### src/rtl/dp_sequencer_pkg.sv
// dp_pkg: shared state encoding, default unit latencies and per-element cycle count for dp_sequencer
package dp_pkg;
  typedef enum logic [2:0] {IDLE, MULT, MULT_W, ADD, ADD_W, DONE} state_e;
  localparam int FPM_DELAY_DEF = 6;
  localparam int FPA_DELAY_DEF = 2;
  function automatic int cycles_per_elem(input int fpm, input int fpa);
    return fpm + fpa + 2;
  endfunction
endpackage

### src/rtl/dp_sequencer_if.sv
// dp_sequencer_if: operand/result bus between the sequencer and the external multiplier and adder
interface dp_sequencer_if #(
  parameter int PIXEL_SIZE  = 10,
  parameter int WEIGHT_SIZE = 19,
  parameter int VAL_SIZE    = 26
);
  logic [WEIGHT_SIZE-1:0] mult_weight;
  logic [PIXEL_SIZE-1:0]  mult_pixel;
  logic [VAL_SIZE-1:0]    mult_result;
  logic [VAL_SIZE-1:0]    add_a;
  logic [VAL_SIZE-1:0]    add_b;
  logic [VAL_SIZE-1:0]    add_result;
  modport master (output mult_weight, mult_pixel, add_a, add_b, input mult_result, add_result);
  modport slave (input mult_weight, mult_pixel, add_a, add_b, output mult_result, add_result);
endinterface

### src/rtl/dp_sequencer_wait_counter.sv
// dp_wait_counter: clearable up-counter flagging the last cycle of a programmed wait
module dp_wait_counter #(
  parameter int W = 3
) (
  input  logic         clk,
  input  logic         rst,
  input  logic         clr_i,
  input  logic         en_i,
  input  logic [W-1:0] tc_i,
  output logic         expire_o
);
  logic [W-1:0] cnt_q;
  always_ff @(posedge clk or posedge rst)
    if (rst) cnt_q <= '0;
    else if (clr_i) cnt_q <= '0;
    else if (en_i) cnt_q <= cnt_q + 1'b1;
  assign expire_o = en_i && (cnt_q == tc_i);
endmodule

### src/rtl/dp_sequencer.sv
// dp_sequencer: one-lane dot-product controller walking latched vectors through an external multiplier and adder
module dp_sequencer import dp_pkg::*; #(
  parameter int PIXEL_N     = 10,
  parameter int PIXEL_SIZE  = 10,
  parameter int WEIGHT_SIZE = 19,
  parameter int VAL_SIZE    = 26,
  parameter int FPM_DELAY   = FPM_DELAY_DEF,
  parameter int FPA_DELAY   = FPA_DELAY_DEF
) (
  input  logic                           clk,
  input  logic                           GlobalReset,
  input  logic                           start,
  input  logic [PIXEL_N*PIXEL_SIZE-1:0]  Pixels,
  input  logic [PIXEL_N*WEIGHT_SIZE-1:0] Weights,
  dp_sequencer_if.master                 bus,
  output logic                           busy,
  output logic                           done,
  output logic [VAL_SIZE-1:0]            value
);
  localparam int IW = PIXEL_N > 1 ? $clog2(PIXEL_N) : 1;
  localparam int CW = $clog2((FPM_DELAY > FPA_DELAY ? FPM_DELAY : FPA_DELAY) + 1);

  state_e                         state_q, state_d;
  logic [PIXEL_N*PIXEL_SIZE-1:0]  pix_q, pix_d;
  logic [PIXEL_N*WEIGHT_SIZE-1:0] wgt_q, wgt_d;
  logic [IW-1:0]                  idx_q, idx_d;
  logic [VAL_SIZE-1:0]            acc_q, acc_d, prod_q, prod_d, value_q, value_d;
  logic [VAL_SIZE-1:0]            add_a_q, add_a_d, add_b_q, add_b_d;
  logic [WEIGHT_SIZE-1:0]         mw_q, mw_d;
  logic [PIXEL_SIZE-1:0]          mp_q, mp_d;
  logic                           cnt_clr, cnt_en, expire;
  logic [CW-1:0]                  tc;

  // one counter serves both waits; its terminal count follows the current wait state
  assign tc = state_q == MULT_W ? CW'(FPM_DELAY - 1) : CW'(FPA_DELAY - 1);

  dp_wait_counter #(.W(CW)) u_wait (
    .clk      (clk),
    .rst      (GlobalReset),
    .clr_i    (cnt_clr),
    .en_i     (cnt_en),
    .tc_i     (tc),
    .expire_o (expire)
  );

  always_ff @(posedge clk or posedge GlobalReset)
    if (GlobalReset) begin
      state_q <= IDLE;
      pix_q   <= '0;
      wgt_q   <= '0;
      idx_q   <= '0;
      acc_q   <= '0;
      prod_q  <= '0;
      value_q <= '0;
      add_a_q <= '0;
      add_b_q <= '0;
      mw_q    <= '0;
      mp_q    <= '0;
    end else begin
      state_q <= state_d;
      pix_q   <= pix_d;
      wgt_q   <= wgt_d;
      idx_q   <= idx_d;
      acc_q   <= acc_d;
      prod_q  <= prod_d;
      value_q <= value_d;
      add_a_q <= add_a_d;
      add_b_q <= add_b_d;
      mw_q    <= mw_d;
      mp_q    <= mp_d;
    end

  always_comb begin
    state_d = state_q;
    pix_d   = pix_q;
    wgt_d   = wgt_q;
    idx_d   = idx_q;
    acc_d   = acc_q;
    prod_d  = prod_q;
    value_d = value_q;
    add_a_d = add_a_q;
    add_b_d = add_b_q;
    mw_d    = mw_q;
    mp_d    = mp_q;
    cnt_clr = 1'b0;
    cnt_en  = 1'b0;
    case (state_q)
      IDLE: if (start) begin
        pix_d   = Pixels;
        wgt_d   = Weights;
        idx_d   = '0;
        acc_d   = '0;
        state_d = MULT;
      end
      MULT: begin
        mw_d    = wgt_q[idx_q*WEIGHT_SIZE +: WEIGHT_SIZE];
        mp_d    = pix_q[idx_q*PIXEL_SIZE +: PIXEL_SIZE];
        cnt_clr = 1'b1;
        state_d = MULT_W;
      end
      MULT_W: begin
        cnt_en = 1'b1;
        if (expire) begin
          prod_d  = bus.mult_result;
          state_d = ADD;
        end
      end
      ADD: begin
        add_a_d = acc_q;
        add_b_d = prod_q;
        cnt_clr = 1'b1;
        state_d = ADD_W;
      end
      ADD_W: begin
        cnt_en = 1'b1;
        if (expire) begin
          acc_d   = bus.add_result;
          value_d = idx_q == IW'(PIXEL_N - 1) ? bus.add_result : value_q;
          idx_d   = idx_q == IW'(PIXEL_N - 1) ? idx_q : idx_q + 1'b1;
          state_d = idx_q == IW'(PIXEL_N - 1) ? DONE : MULT;
        end
      end
      DONE: state_d = IDLE;
      default: state_d = IDLE;
    endcase
  end

  assign bus.mult_weight = mw_q;
  assign bus.mult_pixel  = mp_q;
  assign bus.add_a       = add_a_q;
  assign bus.add_b       = add_b_q;
  assign busy            = state_q inside {MULT, MULT_W, ADD, ADD_W};
  assign done            = state_q == DONE;
  assign value           = value_q;
endmodule

### src/flat_wrapper.sv
// flat-port wrapper written by rule: the top's interface ports become plain ports
module dp_sequencer_flat import dp_pkg::*;
#(
  parameter int PIXEL_N     = 10,
  parameter int PIXEL_SIZE  = 10,
  parameter int WEIGHT_SIZE = 19,
  parameter int VAL_SIZE    = 26,
  parameter int FPM_DELAY   = FPM_DELAY_DEF,
  parameter int FPA_DELAY   = FPA_DELAY_DEF
)
  (clk, GlobalReset, start, Pixels, Weights, busy, done, value, bus_mult_weight, bus_mult_pixel, bus_add_a, bus_add_b, bus_mult_result, bus_add_result);
  dp_sequencer_if #(.PIXEL_SIZE(PIXEL_SIZE), .WEIGHT_SIZE(WEIGHT_SIZE), .VAL_SIZE(VAL_SIZE)) bus_i ();
  input  logic clk;
  input  logic GlobalReset;
  input  logic start;
  input  logic [PIXEL_N*PIXEL_SIZE-1:0] Pixels;
  input  logic [PIXEL_N*WEIGHT_SIZE-1:0] Weights;
  output logic busy;
  output logic done;
  output logic [VAL_SIZE-1:0] value;
  output wire logic [$bits(bus_i.mult_weight)-1:0] bus_mult_weight;
  output wire logic [$bits(bus_i.mult_pixel)-1:0] bus_mult_pixel;
  output wire logic [$bits(bus_i.add_a)-1:0] bus_add_a;
  output wire logic [$bits(bus_i.add_b)-1:0] bus_add_b;
  input wire logic [$bits(bus_i.mult_result)-1:0] bus_mult_result;
  input wire logic [$bits(bus_i.add_result)-1:0] bus_add_result;
  assign bus_mult_weight = bus_i.mult_weight;
  assign bus_mult_pixel = bus_i.mult_pixel;
  assign bus_add_a = bus_i.add_a;
  assign bus_add_b = bus_i.add_b;
  assign bus_i.mult_result = bus_mult_result;
  assign bus_i.add_result = bus_add_result;
  dp_sequencer #(.PIXEL_N(PIXEL_N), .PIXEL_SIZE(PIXEL_SIZE), .WEIGHT_SIZE(WEIGHT_SIZE), .VAL_SIZE(VAL_SIZE), .FPM_DELAY(FPM_DELAY), .FPA_DELAY(FPA_DELAY)) u_core (.clk(clk), .GlobalReset(GlobalReset), .start(start), .Pixels(Pixels), .Weights(Weights), .bus(bus_i), .busy(busy), .done(done), .value(value));
endmodule
### config.mk
export PLATFORM = sky130hd
export DESIGN_NAME = dp_sequencer_flat
export DESIGN_NICKNAME = d
export VERILOG_FILES = /design/src/rtl/dp_sequencer_pkg.sv /design/src/rtl/dp_sequencer_if.sv /design/src/rtl/dp_sequencer_wait_counter.sv /design/src/rtl/dp_sequencer.sv /design/src/flat_wrapper.sv
export SDC_FILE = /design/constraint.sdc
export NUM_CORES = 1
export LEC_CHECK = 0
export ABC_AREA = 1
export CORE_MARGIN = 1.5
export CORE_UTILIZATION = 46
export CTS_CLUSTER_DIAMETER = 30
export DETAILED_ROUTE_END_ITERATION = 12
export HOLD_SLACK_MARGIN = 0.08
export PLACE_DENSITY = 0.88
export SYNTH_ARGS = -nofsm -noshare
export SYNTH_HDL_FRONTEND = slang
export SYNTH_SLANG_ARGS = --single-unit
### constraint.sdc
create_clock -name clk -period 16.5 [get_ports clk]
set_input_delay 4.125 -clock clk [delete_from_list [all_inputs] [get_ports clk]]
set_output_delay 4.125 -clock clk [all_outputs]
set_load 0.005 [all_outputs]
==> results of run 1 <==
==> final cells by class <==
type                            instances  area share [%]
Antenna cell                           17           0.147
Inverter                              352            4.62
Clock buffer                          119            9.33
Sequential cell                       459            39.8
Timing Repair Buffer                  475            16.3
Tap cell                              592            2.56
Clock inverter                         72            3.36
Multi-Input combinational cell       1597            24.0
==> synthesized netlist by cell type (all sizes together) <==
| master | number |
|---|---|
| nand3 | 238 |
| nand4 | 1 |
| nand2 | 852 |
| o21ai | 342 |
| dfrtp | 459 |
| inv | 352 |
| a21oi | 87 |
| ha | 4 |
| nor2 | 70 |
| buf | 97 |
| nand3b | 2 |
| clkbuf | 61 |
| xor2 | 1 |
==> cells by family after synthesis <==
family	after synthesis	share of synthesized area, %
compound gates	429	10.5
xor+xnor	1	0.0429
simple gates	1163	23.0
fa+ha+maj	4	0.245
flops	459	56.2
buf+inv	510	10.0
==> critical path, stage by stage <==
cell and delay (ns):
clkdlybuf4s50_1 0.53, nand3_4 0.60, inv_8 0.79, buf_4 0.87, buf_4 0.94, o21ai_0 0.28
==> report_power, final <==
| part | switching, mW | internal (mW) |
|---|---|---|
| Sequential | 0.00618 | 1.14 |
| Clock | 0.699 | 1.43 |
| Combinational | 0.0540 | 0.0869 |
| Total | 0.759 | 2.66 |
==> sequential cells by signal (all words and copies together) (netlist names) <==
register                count
u_core.acc_q               26
u_core.idx_q                4
u_core.bus.add_a           26
u_core.state_q              3
u_core.bus.mult_pixel      10
u_core.value               26
u_core.wgt_q              190
u_core.bus.add_b           26
u_core.prod_q              26
u_core.pix_q              100
u_core.bus.mult_weight     19
u_core.u_wait.cnt_q         3
==> metal layers <==
layer	routed length (microns)	vias up	global-route usage, %
met3	6360	276	8.42
met5	51	-	0
met2	31500	1010	44.5
met1	27600	9141	38.0
li1	-	8858	-
met4	4210	8	19.6
==> how the worst max path moves through the flow <==
stage                            from                           end  slack [ns]  depth (start not counted)
after floorplan           GlobalReset   u_core.acc_q[0]$_DFFE_PP0P_        6.16                          1
after global placement          start  u_core.wgt_q[49]$_DFFE_PP0P_        8.36                          6
after detailed placement        start  u_core.wgt_q[34]$_DFFE_PP0P_        8.22                          6
after CTS                       start  u_core.wgt_q[47]$_DFFE_PP0P_        8.83                          7
after global routing            start  u_core.wgt_q[47]$_DFFE_PP0P_        8.38                          7
final                           start  u_core.wgt_q[97]$_DFFE_PP0P_        8.73                          6
==> reports/results.tsv, run 1 <==
stage	metric	value	unit
outcome	status	finished, final reports clean	
clocking	clk buf depth	3	
sta	Clock Skew	0.0239	ns
logic_synthesis	synth top area cells	dfrtp_1 56%, nand2_1 16%, o21ai_0 8.3%	
logic_synthesis	Gate Count Post-Synth	2566	
sta	Slew Viols, Final	0	
sta	Slew HR	20.7	%
placement	DP Area	25200	sq um
final_layout	final core occ	65.6	%
logic_synthesis	area leader, netlist	dfrtp_1	
sta	RSZ-0062 raised after global routing	false	
flow_run	maxcap violations	0	
floorplan	Boundary Pins	454	
final_layout	fin cells	3683	
final_layout	Filler Cell Count	3258	
logic_synthesis	area of the mapped netlist	20400	sq um
critical_path	critical path arrival	8.20	ns
critical_path	Reg-to-Reg End	u_core.wgt_q[97]$_DFFE_PP0P_	
final_layout	share of cells above drive strength 1	7.12	%
grt	vias in the first global route	18900	
placement	Placed Cells	3475	
sta	Total Neg Setup Slack	0	ns
route	Avg WL per Cell	19.0	microns
placement	DP Wirelength	43000	microns
grt	gr ovfl total	0	
route	initial DRC count	2095	
sta	final worst slack	8.73	ns
final_layout	Syn-to-layout area delta	41.4	%
clocking	CTS sink cnt	459	
critical_path	Setup CP Type	primary input to flip-flop	
sta	final hold vios	0	
floorplan	row count	77	
grt	initial antenna violation count	20	
critical_path	Crit Path Max Fanout	135	
floorplan	initial cell density of the core	46.4	%
sta	fmax	129	MHz
power_and_ir_drop	Power Total	3.42	mW
critical_path	WP data required	16.94	ns
route	vias per cell	5.24	
final_layout	most common library cell in the layout ignoring fill and taps	nand2_1	
critical_path	Worst R2R Path Depth	6	
logic_synthesis	Avg Cell Area, Syn	7.97	sq um
grt	largest net degree at the start of global routing	148	
power_and_ir_drop	Max VDD drop	0.128	mV
power_and_ir_drop	static leakage	13.6	nW
floorplan	core area	44000	sq um
final_layout	most frequent cells in the layout	852 x nand2_1, 457 x dfrtp_1, 453 x clkdlybuf4s50_1	
clocking	Resized Gates After CTS	0	
grt	first-pass GRT wire length	104000	microns
clocking	H-tree levels	3	
route	overall routed net length	69800	microns
sta	Slew @ Worst Pin	1.19	ns
clocking	total setup buffers inserted after CTS	0	
clocking	CTS Hold Bufs	0	
sta	crit share post-route	47.1	%
floorplan	Die Ht	214	microns
clocking	clk slew on worst S/H paths	0.05	ns
hold_path	type of the tightest min-delay check	flip-flop to flip-flop	
sta	fin crit period	7.77	ns
final_layout	register area	11500	sq um
hold_path	hold path depth	2	
route	# DRC	0	
final_layout	final design area excluding fillers	28900	sq um
placement	Placer Congestion	0.878	
route	DRT Pass-1 Iters	7	
logic_synthesis	Synth Net Count	2915	
route	Via Count	19300	
power_and_ir_drop	pwr/cell area	118	nW/um^2
sta	worst hold slack	0.478	ns
logic_synthesis	post-synth top area share	56.2	%
route	Detail Route Antenna Nets	0	
placement	pre-CTS WS	8.22	ns
clocking	clk root buf	clkbuf_16	
final_layout	Post-layout nets	3335	
placement	Port Buffers	453	
clocking	TritonCTS buffer count	101	
logic_synthesis	Distinct cells, synth	21	
hold_path	worst hold start	u_core.wgt_q[173]$_DFFE_PP0P_	
clocking	CTS tree	yes	
grt	GRT Total Usage	29.8	%
sta	Final setup viols	0	
logic_synthesis	Seq/Total Area, Yosys	56.2	%
floorplan	Die X	214	microns
critical_path	reg2reg setup slack	12.07	ns
clocking	Clock Latency Late Sink	0.63	ns
critical_path	CP Launch Type	primary input	
logic_synthesis	YS warnings	0	
critical_path	Worst Setup End Kind	flip-flop	
logic_synthesis	Synth Register Bits	459	
hold_path	Worst Hold Path EP	u_core.wgt_q[173]$_DFFE_PP0P_	
critical_path	Worst R2R Start	u_core.state_q[0]$_DFFE_PP0P_	
final_layout	Multi-input gate area	6930	sq um
floorplan	die area	45700	sq um
Power figures use the tool's default switching activity.
==> run 2: changes to the inputs <==
--- a/config.mk
+++ b/config.mk
@@ -7,11 +7,11 @@
 export LEC_CHECK = 0
 export ABC_AREA = 1
 export CORE_MARGIN = 1.5
-export CORE_UTILIZATION = 46
+export CORE_UTILIZATION = 51
 export CTS_CLUSTER_DIAMETER = 30
 export DETAILED_ROUTE_END_ITERATION = 12
 export HOLD_SLACK_MARGIN = 0.08
-export PLACE_DENSITY = 0.88
+export PLACE_DENSITY = 0.92
 export SYNTH_ARGS = -nofsm -noshare
 export SYNTH_HDL_FRONTEND = slang
 export SYNTH_SLANG_ARGS = --single-unit
==> constraint.sdc (replaced) <==
create_clock -name clk -period 7.8 [get_ports clk]
set_input_delay 1.95 -clock clk [delete_from_list [all_inputs] [get_ports clk]]
set_output_delay 1.95 -clock clk [all_outputs]
set_load 0.005 [all_outputs]
==> run 2 against run 1 <==
Net effect: global-route usage increased by 4.9 points; sequential power rose by 110%; flip-flop and latch count unchanged; combinational power is 110% higher; largest power group unchanged.
==> reports/results.tsv, run 2 (same netlist as run 1, synthesis figures left out) <==
stage	metric	value	unit
sta	Slew HR	16.3	%
critical_path	worst path bufs/invs	3	
grt	GRT Total Usage	34.7	%
grt	first-pass GRT wire length	111000	microns
clocking	TritonCTS buffer count	98	
power_and_ir_drop	pwr/cell area	251	nW/um^2
floorplan	core area	39600	sq um
clocking	CTS tree	yes	
final_layout	share of cells above drive strength 1	6.86	%
clocking	total setup buffers inserted after CTS	0	
final_layout	final design area excluding fillers	28800	sq um
critical_path	slowest CP cell	inv_8	
floorplan	Die X	203	microns
critical_path	Worst R2R Start	u_core.state_q[0]$_DFFE_PP0P_	
route	vias per cell	5.58	
power_and_ir_drop	Max VDD drop	0.203	mV
placement	Port Buffers	453	
clocking	clk buf depth	3	
route	DRT Pass-1 Iters	7	
final_layout	top flop regs	u_core.wgt_q: 190 flops, u_core.pix_q: 100 flops	
power_and_ir_drop	static leakage	13.6	nW
sta	fmax	218	MHz
critical_path	CP Cell Sequence	clkdlybuf4s50_1 -> nand3_4 -> inv_8 -> buf_12 -> nand2_1 -> o21ai_0	
power_and_ir_drop	Internal Power	5.68	mW
grt	gr ovfl total	0	
power_and_ir_drop	NetSw	1.56	mW
hold_path	worst hold start	u_core.pix_q[0]$_DFFE_PP0P_	
sta	final hold vios	0	
final_layout	most frequent cells in the layout	852 x nand2_1, 457 x dfrtp_1, 453 x clkdlybuf4s50_1	
route	overall routed net length	71900	microns
placement	Placed Cells	3405	
outcome	status	finished, final reports clean	
floorplan	Die Ht	203	microns
floorplan	row count	73	
critical_path	Crit Path Max Fanout	241	
critical_path	CP Launch Type	primary input	
clocking	H-tree levels	3	
flow_run	maxcap violations	0	
final_layout	Syn-to-layout area delta	40.9	%
grt	largest net degree at the start of global routing	242	
final_layout	most common library cell in the layout ignoring fill and taps	nand2_1	
power_and_ir_drop	Sequential Power Share	33.5	%
route	# DRC	0	
clocking	Clock Latency Late Sink	0.63	ns
route	initial DRC count	2246	
sta	crit share post-route	58.9	%
clocking	CTS sink cnt	459	
clocking	CTS Hold Bufs	0	
final_layout	fin cells	3603	
placement	DP Wirelength	43800	microns
sta	fin crit period	4.60	ns
critical_path	critical path's top delay family	buffers and inverters	
route	Detail Route Antenna Nets	0	
sta	Slew @ Worst Pin	1.25	ns
route	Via Count	20100	
floorplan	initial cell density of the core	51.6	%
final_layout	max reg flops	190	
placement	DP Area	25100	sq um
grt	vias in the first global route	20600	
critical_path	Setup CP Type	primary input to flip-flop	
critical_path	Worst Setup End Kind	flip-flop	
sta	RSZ-0062 raised after global routing	false	
critical_path	Setup crit start	start	
power_and_ir_drop	Clk pwr share	62.3	%
hold_path	type of the tightest min-delay check	flip-flop to flip-flop	
final_layout	Largest Register	u_core.wgt_q	
sta	Slew Viols, Final	0	
critical_path	WP data required	8.31	ns
critical_path	critical path arrival	5.11	ns
sta	worst hold slack	0.481	ns
floorplan	Boundary Pins	454	
placement	Placer Congestion	0.918	
clocking	clk slew on worst S/H paths	0.05	ns
grt	initial antenna violation count	18	
clocking	clk root buf	clkbuf_16	
floorplan	die area	41300	sq um
route	Avg WL per Cell	20.0	microns
sta	Clock Skew	0.0217	ns
final_layout	Post-layout nets	3329	
power_and_ir_drop	Logic pwr share	4.1	%
clocking	Resized Gates After CTS	0	
power_and_ir_drop	Sw Ratio	21.5	%
critical_path	crit-path max cell delay	1.04	ns
sta	Final setup viols	0	
## run 2: cell types whose count changed in the layout (fill, tap and decap cells not counted), sizes merged
cell,delta
clkbuf,+6
buf,-3
inv,-5
diode,-1
clkinvlp,-1
clkinv,-10
bufinv,+1
## run 2: layout make-up
type                            instances  area, sq um
Timing Repair Buffer                  472         4710
Tap cell                              525          657
Sequential cell                       459        11500
Clock inverter                         57          870
Antenna cell                           16         40.0
Fill cell                            2528        10800
Inverter                              352         1340
Multi-Input combinational cell       1597         6930
Clock buffer                          125         2770
## run 2: power groups by stage
stage	Clock [mW]	Combinational, mW	Sequential, mW
6_report	4.51	0.301	2.43
5_1_grt	4.66	0.320	2.43
4_1_cts	4.53	0.301	2.43
3_5_place_dp	0	0.296	2.46
3_3_place_gp	0	0.294	2.46
2_1_floorplan	0	0.0525	2.47
## run 2: routing by layer
| metal | track usage, % | wire [microns] |
|---|---|---|
| met5 | 0 | 27 |
| met3 | 8.60 | 6640 |
| met2 | 53.7 | 33300 |
| met4 | 22.8 | 4690 |
| met1 | 43.6 | 27300 |
## run 2: stage by stage
step                      TNS, ns  worst slack (ns)  util (%)  total power, mW
after CTS                       0              3.30      72.6             7.26
after global routing            0              3.03      72.7             7.40
after detailed placement        0              2.72      63.4             2.76
final                           0              3.20      72.7             7.24
after floorplan           -165.70            -0.361         -             2.52
after global placement          0              2.79      63.4             2.76
## run 2: final timing paths
check	endpoint	slack (ns)	cells past startpoint
worst max-delay path	u_core.pix_q[47]$_DFFE_PP0P_	3.20	6
worst min register to register	u_core.pix_q[0]$_DFFE_PP0P_	0.48	2
worst max register to register	u_core.pix_q[47]$_DFFE_PP0P_	4.36	6
worst min-delay path	u_core.pix_q[0]$_DFFE_PP0P_	0.48	2
max in group asynchronous	u_core.value[0]$_DFFE_PP0P_	4.78	3
min in group asynchronous	u_core.bus.add_a[15]$_DFFE_PP0P_	1.64	2
## run 2: worst register-to-register path, stage by stage (launching register included)
cell     delay (ns)
dfrtp_1        0.47
nor2_4         0.22
nand3_4        0.60
inv_8          1.10
buf_12         0.61
nand2_1        0.18
o21ai_0        0.15
==> RTL edit: new RTL, settings of run 1 <==
`WEIGHT_SIZE` is set to 19 in 3 places; all go to 38.
--- a/src/rtl/dp_sequencer_if.sv
+++ b/src/rtl/dp_sequencer_if.sv
@@ -3,3 +3,3 @@
   parameter int PIXEL_SIZE  = 10,
-  parameter int WEIGHT_SIZE = 19,
+  parameter int WEIGHT_SIZE = 38,
   parameter int VAL_SIZE    = 26
--- a/src/rtl/dp_sequencer.sv
+++ b/src/rtl/dp_sequencer.sv
@@ -4,3 +4,3 @@
   parameter int PIXEL_SIZE  = 10,
-  parameter int WEIGHT_SIZE = 19,
+  parameter int WEIGHT_SIZE = 38,
   parameter int VAL_SIZE    = 26,
--- a/src/flat_wrapper.sv
+++ b/src/flat_wrapper.sv
@@ -5,3 +5,3 @@
   parameter int PIXEL_SIZE  = 10,
-  parameter int WEIGHT_SIZE = 19,
+  parameter int WEIGHT_SIZE = 38,
   parameter int VAL_SIZE    = 26,
Interface: changed (resized Weights and bus_mult_weight); port bits go from 454 to 663. The function was not compared with the original's and may differ.
==> RTL edit against run 1 <==
First-iteration DRC count grew 77%. Cell area grew 46%. Sequential cell count grew 209. Synthesized area grew 48%. Combinational power grew 45%. Sequential share of layout area is essentially flat. Setup slack gained 730 ps. Critical path depth shrank 1. Power grew 39%. Routed wire length grew 58%. Clock skew grew 9.5 ps.
==> RTL edit: results (changes against run 1) <==
stage,metric,value,unit,change
outcome,status,"finished, final reports clean",,
placed_design,IO Port Bufs,662,,+46%
drt,metal3 WL,9.82,mm,+55%
drt,initial drt markers,3699,,+77%
cells_and_area,max FFs per register,380,,+100%
cells_and_area,# nets final,4996,,+50%
drt,wl on met1,38.9,mm,+41%
global_routing,GR Util All Layers,0.321,,+0.0232
worst_setup_path,FF-to-FF Start,u_core.idx_q[0],,
worst_setup_path,r2r setup slk,12250,ps,+180 ps
drt,Initial DRT Pass Iterations,11,,+4
global_routing,initial antenna violation count,17,,-15%
sta,Post-Route Skew,33.4,ps,+9.51 ps
placed_design,placed instance area,0.0371,mm2,+47%
worst_setup_path,worst r2r path cells,8,,+2
clocking,CTS buffer count,136,,+35%
clocking,H-tree depth,4,,+1
drt,Avg WL per Cell,20.3,um,+7.2%
drt,via count,29327,,+52%
synth,"Seq/Total Area, Yosys",0.553,,-0.00939
synth,Post-synth top cells,"nand2_1 (1,341), dfrtp_1 (668), inv_1 (531)",,
clocking,worst-skew pair later-pin latency,710,ps,+80 ps
placed_design,Final HPWL DP,69.1,mm,+61%
power_and_ir_drop,Peak VDD IR,113,uV,-12%
cells_and_area,layout cell share with drive strength beyond 1,0.0595,,-0.0117
worst_setup_path,R2R Path End,u_core.bus.mult_weight[16],,
sta,Hold Worst Slack,478,ps,-0.606 ps
die,Core ar.,0.0647,mm2,+47%
worst_setup_path,Arrival @ worst endpoint,7560,ps,-640 ps
synth,Synth area leaders,"dfrtp_1 (55%), nand2_1 (17%), o21ai_0 (8.0%)",,
synth,Syn Nets,4413,,+51%
sta,Worst Tran Pin Value,1260,ps,+71.7 ps
global_routing,first-pass GRT wire length,165,mm,+59%
power_and_ir_drop,Leakage,20.1,nW,+48%
global_routing,largest net degree at the start of global routing,377,,+150%
hold_path,Hold Path Sink,u_core.wgt_q[322],,
hold_path,min-delay src,u_core.wgt_q[322],,
-- RTL edit: changes by cell type after synthesis, sizes merged, moves of 32 or more --
cell	run 1	this run
clkbuf	61	93
nor2	70	104
o21ai	342	486
nand3	238	364
dfrtp	459	668
nand2	852	1341
a21oi	87	124
inv	352	535
buf	97	150
-- RTL edit: layout make-up --
cell class / count / area (um2)
clock inverters: 75 / 1170
fillers: 4691 / 22600
inverters: 535 / 2050
diodes: 15 / 37.5
flip-flops and latches: 668 / 16700
clock buffers: 174 / 3740
repair buffers: 688 / 6860
well taps: 855 / 1070
multi-input cells: 2428 / 10400
-- RTL edit: kinds of logic after synthesis --
| kind of cell | count (synthesis) | synth area share |
|---|---|---|
| xor gates and xnor gates | 2 | 0.000579 |
| DFF | 668 | 0.553 |
| adders and majority gates | 4 | 0.00165 |
| buffers and inverters | 778 | 0.104 |
| and+or+nand+nor | 1812 | 0.241 |
| AOI/OAI and AO/OA | 610 | 0.101 |
-- RTL edit: layer usage --
| layer | track usage | vias up |
|---|---|---|
| li1 | - | 13176 |
| met1 | 0.367 | 13747 |
| met2 | 0.516 | 1892 |
| met3 | 0.0740 | 504 |
| met4 | 0.265 | 8 |
| met5 | 0 | - |
-- RTL edit: worst max-delay path by stage --
| stage | to | slack [ps] | cells past startpoint |
|---|---|---|---|
| 2_1_floorplan | u_core.acc_q[0] | 3240 | 1 |
| 3_3_place_gp | u_core.wgt_q[163] | 9180 | 5 |
| 3_5_place_dp | u_core.wgt_q[162] | 9000 | 5 |
| 4_1_cts | u_core.wgt_q[215] | 9770 | 5 |
| 5_1_grt | u_core.wgt_q[257] | 9340 | 6 |
| 6_report | u_core.wgt_q[169] | 9470 | 5 |
-- RTL edit: worst max-delay path, stage by stage --
cell and delay (ps):
clkdlybuf4s50_1 530, nand3_4 540, clkinv_16 720, buf_4 950, o21ai_0 280
-- RTL edit: per-stage QoR --
step                      worst slack (ps)  cells   util  total power [mW]
after CTS                             9770   5423  0.650              4.77
after detailed placement              9000   5174  0.574              1.89
after global placement                9180   5174  0.574              1.89
after floorplan                       3240   3874      -              1.72
after global routing                  9340   5436  0.651              4.87
final                                 9470   5438  0.651              4.76
-- RTL edit: power by group --
| group | leakage [nW] | switching (mW) | internal (mW) |
|---|---|---|---|
| Sequential | 6.72 | 0.00633 | 1.66 |
| Clock | 2.35 | 0.971 | 1.92 |
| Combinational | 11.0 | 0.0779 | 0.127 |
| Total | 20.1 | 1.05 | 3.70 |
